File: src/rtl/ram_arb_pkg.sv
// Shared types and constants for the two-requester RAM arbiter.
// State enum, default widths, requester id type and its one-hot decode.
package ram_arb_pkg;

    localparam int DEF_DATA_WIDTH = 16;
    localparam int DEF_ADDR_WIDTH = 8;
    localparam int NUM_REQ        = 2;

    typedef enum logic [1:0] {
        ST_IDLE  = 2'd0,
        ST_ISSUE = 2'd1,
        ST_RESP  = 2'd2
    } state_t;

    typedef logic req_id_t;

    function automatic logic [NUM_REQ-1:0] id_onehot(input req_id_t id);
        return id ? 2'b10 : 2'b01;
    endfunction

endpackage

File: src/rtl/rr_arb2.sv
// Two-way request arbiter: round-robin on a last-grant pointer, or fixed
// priority to requester 0 when RAM_ARB_FIXED_PRIO_EN is defined.
module rr_arb2
    import ram_arb_pkg::*;
(
    input  logic       clk,
    input  logic       rst,
    input  logic [1:0] req,
    input  logic       accept,
    output logic [1:0] grant
);

`ifdef RAM_ARB_FIXED_PRIO_EN
    logic unused_ok;
    assign unused_ok = ^{clk, rst, accept};

    always_comb begin
        grant = 2'b00;
        if (req[0]) begin
            grant = 2'b01;
        end else if (req[1]) begin
            grant = 2'b10;
        end
    end
`else
    req_id_t last_q;
    req_id_t last_d;

    // Reset to requester 1 so requester 0 wins the first contest.
    always_ff @(posedge clk or posedge rst) begin
        if (rst) begin
            last_q <= 1'b1;
        end else begin
            last_q <= last_d;
        end
    end

    always_comb begin
        last_d = last_q;
        if (accept) begin
            last_d = grant[1];
        end
    end

    always_comb begin
        grant = 2'b00;
        case (req)
            2'b01:   grant = 2'b01;
            2'b10:   grant = 2'b10;
            2'b11:   grant = last_q ? 2'b01 : 2'b10;
            default: grant = 2'b00;
        endcase
    end
`endif

endmodule

File: src/rtl/ram_arbiter.sv
// Arbitrates two requesters onto a single falling-edge-sampled RAM port.
// Build option: RAM_ARB_FIXED_PRIO_EN selects fixed priority (requester 0).
module ram_arbiter
    import ram_arb_pkg::*;
#(
    parameter int DATA_WIDTH = DEF_DATA_WIDTH,
    parameter int ADDR_WIDTH = DEF_ADDR_WIDTH
) (
    input  logic                    clk,
    input  logic                    rst,
    input  logic [1:0]              req_valid,
    output logic [1:0]              req_ready,
    input  logic [1:0]              req_we,
    input  logic [2*ADDR_WIDTH-1:0] req_addr,
    input  logic [2*DATA_WIDTH-1:0] req_wdata,
    output logic [1:0]              rsp_valid,
    input  logic [1:0]              rsp_ready,
    output logic [DATA_WIDTH-1:0]   rsp_rdata,
    output logic                    ram_cs,
    output logic                    ram_we,
    output logic                    ram_oe,
    output logic [ADDR_WIDTH-1:0]   ram_address,
    output logic [DATA_WIDTH-1:0]   ram_data_in,
    input  logic [DATA_WIDTH-1:0]   ram_data_out
);

    state_t                  state_q, state_d;
    req_id_t                 owner_q, owner_d;
    logic                    we_q, we_d;
    logic [ADDR_WIDTH-1:0]   addr_q, addr_d;
    logic [DATA_WIDTH-1:0]   wdata_q, wdata_d;
    logic [DATA_WIDTH-1:0]   rdata_q, rdata_d;
    logic [1:0]              grant;
    logic                    accept;

    rr_arb2 u_arb (
        .clk    (clk),
        .rst    (rst),
        .req    (req_valid),
        .accept (accept),
        .grant  (grant)
    );

    assign accept = |(req_valid & req_ready);

    always_ff @(posedge clk or posedge rst) begin
        if (rst) begin
            state_q <= ST_IDLE;
        end else begin
            state_q <= state_d;
        end
    end

    always_comb begin
        state_d = state_q;
        case (state_q)
            ST_IDLE:  if (accept) state_d = ST_ISSUE;
            ST_ISSUE: state_d = ST_RESP;
            ST_RESP:  if (rsp_ready[owner_q]) state_d = ST_IDLE;
            default:  state_d = ST_IDLE;
        endcase
    end

    // req_ready is combinational, so it is gated by rst to drop immediately.
    always_comb begin
        req_ready = 2'b00;
        rsp_valid = 2'b00;
        ram_cs    = 1'b0;
        ram_we    = 1'b0;
        ram_oe    = 1'b0;
        case (state_q)
            ST_IDLE:  if (!rst) req_ready = grant;
            ST_ISSUE: begin
                ram_cs = 1'b1;
                ram_we = we_q;
                ram_oe = ~we_q;
            end
            ST_RESP:  rsp_valid = id_onehot(owner_q);
            default:  ;
        endcase
    end

    always_comb begin
        owner_d = owner_q;
        we_d    = we_q;
        addr_d  = addr_q;
        wdata_d = wdata_q;
        rdata_d = rdata_q;
        if (accept) begin
            owner_d = grant[1];
            we_d    = grant[1] ? req_we[1] : req_we[0];
            addr_d  = grant[1] ? req_addr[ADDR_WIDTH +: ADDR_WIDTH]
                               : req_addr[0 +: ADDR_WIDTH];
            wdata_d = grant[1] ? req_wdata[DATA_WIDTH +: DATA_WIDTH]
                               : req_wdata[0 +: DATA_WIDTH];
        end
        if (state_q == ST_ISSUE && !we_q) begin
            rdata_d = ram_data_out;
        end
    end

    always_ff @(posedge clk or posedge rst) begin
        if (rst) begin
            owner_q <= 1'b0;
            we_q    <= 1'b0;
            addr_q  <= '0;
            wdata_q <= '0;
            rdata_q <= '0;
        end else begin
            owner_q <= owner_d;
            we_q    <= we_d;
            addr_q  <= addr_d;
            wdata_q <= wdata_d;
            rdata_q <= rdata_d;
        end
    end

    assign ram_address = addr_q;
    assign ram_data_in = wdata_q;
    assign rsp_rdata   = rdata_q;

endmodule

File: config.mk
export PLATFORM = sky130hd
export DESIGN_NAME = ram_arbiter
export DESIGN_NICKNAME = d
export VERILOG_FILES = /design/src/rtl/ram_arb_pkg.sv /design/src/rtl/rr_arb2.sv /design/src/rtl/ram_arbiter.sv
export SDC_FILE = /design/constraint.sdc
export NUM_CORES = 1
export LEC_CHECK = 0
export ABC_AREA = 1
export BUFFER_PORTS_ARGS = -buffer_cell sky130_fd_sc_hd__buf_2
export CAP_MARGIN = 20
export CELL_PAD_IN_SITES_DETAIL_PLACEMENT = 1
export CELL_PAD_IN_SITES_GLOBAL_PLACEMENT = 1
export CORE_MARGIN = 2
export CORE_UTILIZATION = 30
export CTS_CLUSTER_SIZE = 30
export DETAILED_ROUTE_END_ITERATION = 8
export GPL_TIMING_DRIVEN = 0
export PLACE_DENSITY_LB_ADDON = 0.05
export SYNTH_ARGS = -nofsm -noshare
export SYNTH_HDL_FRONTEND = slang
export SYNTH_HIERARCHICAL = 1
export SYNTH_SLANG_ARGS = --single-unit
File: constraint.sdc
create_clock -name clk -period 2.2 [get_ports clk]
set_input_delay 0.22 -clock clk [delete_from_list [all_inputs] [get_ports clk]]
set_output_delay 0.22 -clock clk [all_outputs]
set_load 0.02 [all_outputs]
==> flow_results.org, run 1 <==
** Status
- Status :: completed

** Worst hold path
- The path class of the tightest hold or removal check is in -> reg.
- Worst min-delay path startpoint :: ram_data_out[1]
- Counting instances, the worst hold path has a depth of 3.

** Layout
- The library cell used most frequently in the layout, excluding fill and tap cells, is nand2_1.
- After the last flow step, the layout net total stands at 496.
- Area delta synth->final :: 38.3%
- In the final layout, the share of cells above drive strength 1 is 35.1%.
- The library cells used most frequently in the layout, excluding fill and tap cells, are nand2_1 (182), buf_2 (125), dfrtp_1 (44), nand3_1 (28), inv_1 (9).

** Power
- For this design the static power due to leakage is 1.85 nW.
- Max rail drop VDD :: 0.330 mV
- Switching Power :: 0.00160 W
- In this run switching power makes up 42.7% of total power.
- Pwr Density :: 1220 nW/um2
- Combinational Power Share :: 45.8%
- Cell internal power was estimated by the tool at 0.00215 W.
- Part of the power in the clock network :: 16.2%
- Part of the power in registers :: 38.0%

** Timing
- On the final layout, the worst clock skew is 0.00463 ns.
- Slew Limit Fails :: 0
- Number of failing setup endpoints in the final timing report :: 0
- Setup repair after global routing missed its margin :: no
- Fin crit share :: 93.4%
- The hold violation total from the final report came to 0.
- Slew HR :: 68.2%
- For this run, the top clock speed supported by timing is 487 MHz.
- The routed design could run at a clock period as short as 2.05 ns.
- Setup WS post-layout :: 0.146 ns
- At the pin with the least slew margin, the transition time is 0.477 ns.
- In the final timing run, aggregate negative setup slack is 0 ns.

** Yosys
- The portion of synthesized area spent on multiplexers is 0%.
- Sequential cell area fraction in the yosys report :: 50.7%
- Yosys synthesis warning count :: 6
- Synthesis produced a netlist whose cell count is 297.
- The synthesized netlist devotes 0.338% of its cell area to compound gates.
- The cell area that synthesis handed to floorplanning was 2220 um2.
- Average cell area after synthesis :: 7.48 um2
- After synthesis, the largest family of logic cells by area is simple AND/OR/NAND/NOR gates.
- When the netlist entered floorplanning its net count stood at 369.
- The synthesized design contains 45 register bits.
- Synthesized-area fraction occupied by adder cells :: 0%
- Of the total synthesized cell area, the portion taken by AND, OR, NAND and NOR gates is 42.8%.
- Summing the areas of all xor and xnor instances in the mapped netlist gives 0% of the synthesized area.
- The synthesized netlist contains 18 unique library cells.

** Global routing
- The initial antenna violation count came to 1.
- The first global-routing pass estimated 10500 um of wire.
- For this run, global-route usage on met1 was measured as 19.4%.
- Total routing resource utilization after global routing :: 15.7%
- Number of global-route vias before repair :: 2274
- In the global route stage, met3 resource usage came out at 4.95%.
- For this run, global-route usage on met2 was measured as 26.4%.
- Largest net degree at the start of global routing :: 27
- Gr busiest metal :: met2
- Total global routing overflow :: 0

** Worst setup path
- Required time at the endpoint of the critical path :: 1.98 ns
- Crit path launch :: u_arb/last_q
- The critical path in this run is classified as reg -> out.
- The startpoint identified for the worst register-to-register timing path is u_arb/last_q.
- In this run the worst path has a maximum fanout of 10.
- The number of cells on the worst reg-to-reg path is 10.
- The worst setup path is launched from a flop.
- Endpoint kind of the worst setup timing path :: output port
- For the worst setup path, the data arrival time is 1.83 ns.

** Clocking
- TritonCTS buffer count :: 5
- CTS built an H-tree with a depth of 2.
- Worst-case clock buffer depth :: 2
- TritonCTS built the clock tree.
- Total clock sinks :: 45
- After clock tree synthesis, the clock-pin slew on the worst setup and hold paths is 0.08 ns.
- In this run, post-CTS repair resized a total of 0 instances.
- Insertion delay to the later sink of the worst-skew pair :: 0.30 ns
- Buffers added to address setup during post-CTS repair amount to 0.
- Root buffer selected by CTS :: clkbuf_8

** Die
- In this run the standard cell core region covers 7210 um2.
- Die boundary height :: 90.1 um
- The die is 90.1 um wide.
- In this run the count of I/O pins placed on the die edge is 119.
- Die footprint :: 8110 um2
- Initial Utilization :: 30.8%
- Number of placement rows :: 31

** Drt
- Remaining antenna violation count :: 0
- DR vias/cell :: 4.31
- DRT Wirelength :: 6170 um
- In the final routed layout, each cell accounts on average for 11.8 um.
- The routed layout has 2256 vias.
- First-iteration detailed-routing DRC count :: 55
- In the routed design, unresolved DRC markers number 0.
- First drt pass iteration count :: 4

** Place
- At the placement stage, the worst setup path has a slack of 0.413 ns.
- At the end of routability-driven placement, the weighted congestion stood at 0.722.
- Half-perimeter wire length after placement :: 4830 um
- During placement, the flow inserted port buffers numbering 118.

** Job
- Maxcap violations :: 0
-- power by group through the flow --
stage	clock network, W	registers (W)	logic [W]
after floorplan	0	0.00186	0.000693
after global placement	0	0.00143	0.00172
after detailed placement	0	0.00144	0.00175
after CTS	0.000634	0.00143	0.00176
after global routing	0.000659	0.00149	0.00192
final	0.000608	0.00143	0.00172
-- cell usage after synthesis --
cell,number,area share [%]
nand3_4,2,1.6
inv_4,1,0.28
inv_1,10,1.7
buf_6,3,1.5
inv_2,2,0.34
nor2_1,5,0.84
buf_4,1,0.34
and2_1,1,0.28
dfstp_2,1,1.2
buf_2,7,1.6
nor4_1,2,0.56
clkbuf_1,2,0.34
nand2_1,182,31
dfrtp_1,44,50
a21boi_1,1,0.34
nand3_1,28,6.3
nor2_4,3,1.5
nand2_4,2,1.0
-- registers in the layout, summed over array words and instances, names as in the netlist --
name,cells
u_arb/last_q,1
rsp_rdata,16
we_q,1
state_q,2
ram_address,8
ram_data_in,16
owner_q,1
-- cell type report --
cell class	count	area (um2)
antenna	1	2.50
buffer	13	83.8
inverter	13	51.3
clock buffer	5	68.8
tap	99	124
fill	1000	4140
timing repair buffer	120	621
clock inverter	2	35.0
multi-input combinational	226	960
sequential	45	1130
-- timing repair --
item / 4_1_cts / 5_1_grt
hold endpoints to repair: 19 / 0
hold buffers: 1 / 0
setup endpoints to repair: 0 / 0
-- final timing paths --
kind	to	slack (ns)
max reg2reg	ram_address[1]	0.50
min	rsp_rdata[1]	0.11
min in group asynchronous	u_arb/last_q	0.53
max	req_ready[1]	0.15
max in group asynchronous	ram_address[4]	1.20
min reg2reg	rsp_rdata[11]	0.48
-- through the flow --
step	power [W]	util (%)	cell area, um2	std cells	hold WS, ns
after detailed placement	0.00320	41.0	2960	515	0.294
after CTS	0.00383	42.6	3070	523	0.102
final	0.00375	42.6	3070	524	0.112
after global routing	0.00406	42.6	3070	523	0.115
after floorplan	0.00255	-	2220	297	0.110
after global placement	0.00315	40.7	2940	514	0.283
-- logic make-up after synthesis --
group / count (synthesis)
and+or+nand+nor: 225
DFF: 45
buffers and inverters: 26
AOI/OAI and AO/OA: 1
-- layer usage --
layer	vias to the layer above	share of wire [%]
li1	1163	-
met3	5	8.5
met5	-	0
met1	1011	43
met2	77	47
met4	0	1.3
-- worst max-delay path: stages, from the launching register on --
cell	delay (ns)
dfstp_2	0.39
nand2_1	0.07
and2_1	0.12
buf_4	0.17
inv_4	0.08
buf_2	0.19
nor4_1	0.30
buf_2	0.23
Note: power is estimated with default switching activity, not from simulation.
==> run 2, diff against run 1 <==
--- a/config.mk
+++ b/config.mk
@@ -11,7 +11,7 @@
 export CELL_PAD_IN_SITES_DETAIL_PLACEMENT = 1
 export CELL_PAD_IN_SITES_GLOBAL_PLACEMENT = 1
 export CORE_MARGIN = 2
-export CORE_UTILIZATION = 30
+export CORE_UTILIZATION = 33
 export CTS_CLUSTER_SIZE = 30
 export DETAILED_ROUTE_END_ITERATION = 8
 export GPL_TIMING_DRIVEN = 0
==> constraint.sdc (replaced) <==
create_clock -name clk -period 2.42 [get_ports clk]
set_input_delay 0.242 -clock clk [delete_from_list [all_inputs] [get_ports clk]]
set_output_delay 0.242 -clock clk [all_outputs]
set_load 0.02 [all_outputs]
==> run 2 against run 1 <==
Net effect:
- utilization is 4.8 points higher
- clock power is 10% lower
- cell count is 4.4% lower
- sequential share of layout area increased by 0.36 points
- cell area shrank 0.98%
- clock skew about the same
- flip-flop and latch count unchanged
- critical path depth unchanged
- via count shrank 0.27%
- first-iteration DRC count up 64%
==> flow_results.org, run 2 (same netlist as run 1, synthesis figures left out) <==
** Worst setup path
- STA classifies the critical path endpoint as an output port.
- Endpoint of the worst setup timing path :: req_ready[1]
- FF-to-FF path depth :: 11
- Along the worst path, the maximum fanout reaches 10.
- Crit path launch :: u_arb/last_q
- Endpoint of the most critical register-to-register path :: u_arb/last_q
- Required time at the endpoint of the critical path :: 2.18 ns
- Worst R2R Setup Slack :: 0.71 ns
- Reg2Reg Launch Point :: u_arb/last_q
- The setup path with the least slack is of type reg -> out.
- Data on the critical path arrives at its endpoint at 1.83 ns.
- Critical Path Start Type :: flop

** Global routing
- The via count of the first global-routing pass came to 2289.
- First-pass GRT wire length :: 10200 um
- In the global route stage, overall resource usage came out at 17.2%.
- Largest net degree at the start of global routing :: 26
- The total overflow left after global routing is 0.
- The initial antenna violation count came to 0.

** Place
- The congestion estimate from routability-driven global placement came to 0.761.
- Buffers on Ports :: 118
- Once detailed placement completed, the half-perimeter wirelength came to 4840 um.
- Placed cell area :: 2930 um2

** Layout
- The finished cells cover 3040 um2.
- Number of antenna diodes :: 0
- The library cell used most frequently in the layout, excluding fill and tap cells, is nand2_1.
- The net count of the finished layout is 496.
- Fraction of layout cells with a size suffix above 1 :: 35.1%
- Most used cells in the layout excluding fill and tap cells :: nand2_1 (182), buf_2 (125), dfrtp_1 (44), nand3_1 (28), inv_1 (9)
- Core Util, Final :: 47.4%
- Area delta synth->final :: 36.9%

** Power
- Net switching is 42.8% of the power.
- Part of the power in registers :: 38.1%
- The internal power of the cells totals 0.00195 W.
- Leakage component of the power :: 1.85 nW
- Pwr Density :: 1120 nW/um2
- Max rail drop VDD :: 0.375 mV
- Summed over all nets, the switching power comes to 0.00146 W.
- Part of the power in the clock network :: 16.0%
- Combinational cells account for 45.9% of the total power.

** Drt
- After the first detailed-routing iteration, the DRC count stood at 90.
- Wires add up to 6190 um.
- Remaining antenna violation count :: 0
- DR DRC count :: 0
- In the routed layout, each cell is associated on average with a via count of 4.49.
- The final route contains 2250 vias.
- First drt pass iteration count :: 4
- In the final routed layout, each cell accounts on average for 12.4 um.

** Timing
- Setup violations remaining at the end of the flow were counted as 0.
- The max-slew violation count was 0.
- Final hold analysis gives a worst-case slack of 0.136 ns.
- Final number of hold-violating endpoints :: 0
- After routing, the total negative slack on setup checks comes to 0 ns.
- Fin crit share :: 85.7%
- Measured against its own limit, the worst slew margin works out to 66.5%.
- For the pin with the worst max-slew slack, the measured transition is 0.503 ns.
- Setup repair after global routing missed its margin :: no
- Top achievable clock speed :: 482 MHz
- Clock period minus final worst setup slack :: 2.07 ns
- Post-Route Skew :: 0.00497 ns

** Die
- Ports :: 119
- The die is 86.1 um wide.
- The initial utilization of the core area, before any placement, comes to 34.6%.
- Number of placement rows :: 29
- Die footprint :: 7410 um2
- The die is 86.1 um tall.
- Area of the core region :: 6420 um2

** Clocking
- Resize count post-CTS :: 0
- Clock tree synthesis found a total of 45 sinks.
- CTS tree :: done
- Insertion delay to the later sink of the worst-skew pair :: 0.29 ns
- Clock edge transition at the registers on the reported setup and hold paths :: 0.08 ns
- The longest clock path from root to sink contains 2 buffers.
- Root buffer selected by CTS :: clkbuf_8
- The clock tree synthesis step divided the H-tree into 2 levels.
- TritonCTS buffer count :: 5

** Status
- The flow ran to the end, and the final reports show no timing, DRC or antenna violations.

** Job
- Maxcap violations :: 0

** Worst hold path
- In this run the worst hold path is classified as in -> reg.
[run 2: changes by cell type in the layout (fill, tap and decap cells not counted), sizes merged]
cell,delta
diode,-1
[run 2: worst max-delay path, cell delays in order, from the launching register on]
cell	delay (ns)
dfstp_2	0.56
nand2_1	0.06
and2_1	0.14
buf_4	0.17
inv_4	0.12
buf_2	0.24
nor4_1	0.08
buf_2	0.17
[run 2: power by group through the flow]
stage	clock network (W)	registers (W)	logic, W
floorplan	0	0.00169	0.000630
global placement	0	0.00130	0.00156
detailed placement	0	0.00132	0.00159
CTS	0.000569	0.00131	0.00160
global route	0.000602	0.00135	0.00174
finish	0.000547	0.00130	0.00157
[run 2: area by class of cell]
type,instances,area [um2]
Fill cell,864,3380
Sequential cell,45,1130
Multi-Input combinational cell,226,960
Timing Repair Buffer,120,621
Tap cell,77,96.3
Buffer,13,83.8
Clock buffer,5,68.8
Inverter,13,51.3
Clock inverter,2,35.0
[run 2: worst min path at each step]
stage | end | slack, ns | depth (start not counted) | startpoint
6_report | rsp_rdata[8] | 0.14 | 3 | ram_data_out[8]
5_1_grt | rsp_rdata[1] | 0.13 | 3 | ram_data_out[1]
4_1_cts | rsp_rdata[0] | 0.13 | 3 | ram_data_out[0]
3_5_place_dp | u_arb/last_q | 0.32 | 2 | rst
3_3_place_gp | u_arb/last_q | 0.31 | 2 | rst
2_1_floorplan | u_arb/last_q | 0.13 | 1 | rst
[run 2: repair_timing]
item                                    CTS  global route
buffers inserted                          0             0
hold buffers                              1             0
endpoints found under the hold margin     1             0
endpoints found under the setup margin    0             0
[run 2: through the flow]
| step | total power (W) | instances | setup WS (ns) |
|---|---|---|---|
| global placement | 0.00287 | 492 | 0.399 |
| global route | 0.00369 | 501 | 0.210 |
| finish | 0.00342 | 501 | 0.347 |
| floorplan | 0.00232 | 297 | 0.604 |
| detailed placement | 0.00291 | 493 | 0.645 |
| CTS | 0.00348 | 501 | 0.302 |
[run 2: per-layer routing]
layer	part of all wire (%)	track usage [%]	wire length [um]	up-vias
met5	0	0	0	-
met4	1.1	4.33	68	0
met3	9.0	5.77	556	5
met2	48	29.7	2940	77
met1	42	20.5	2620	1006
li1	-	-	-	1162
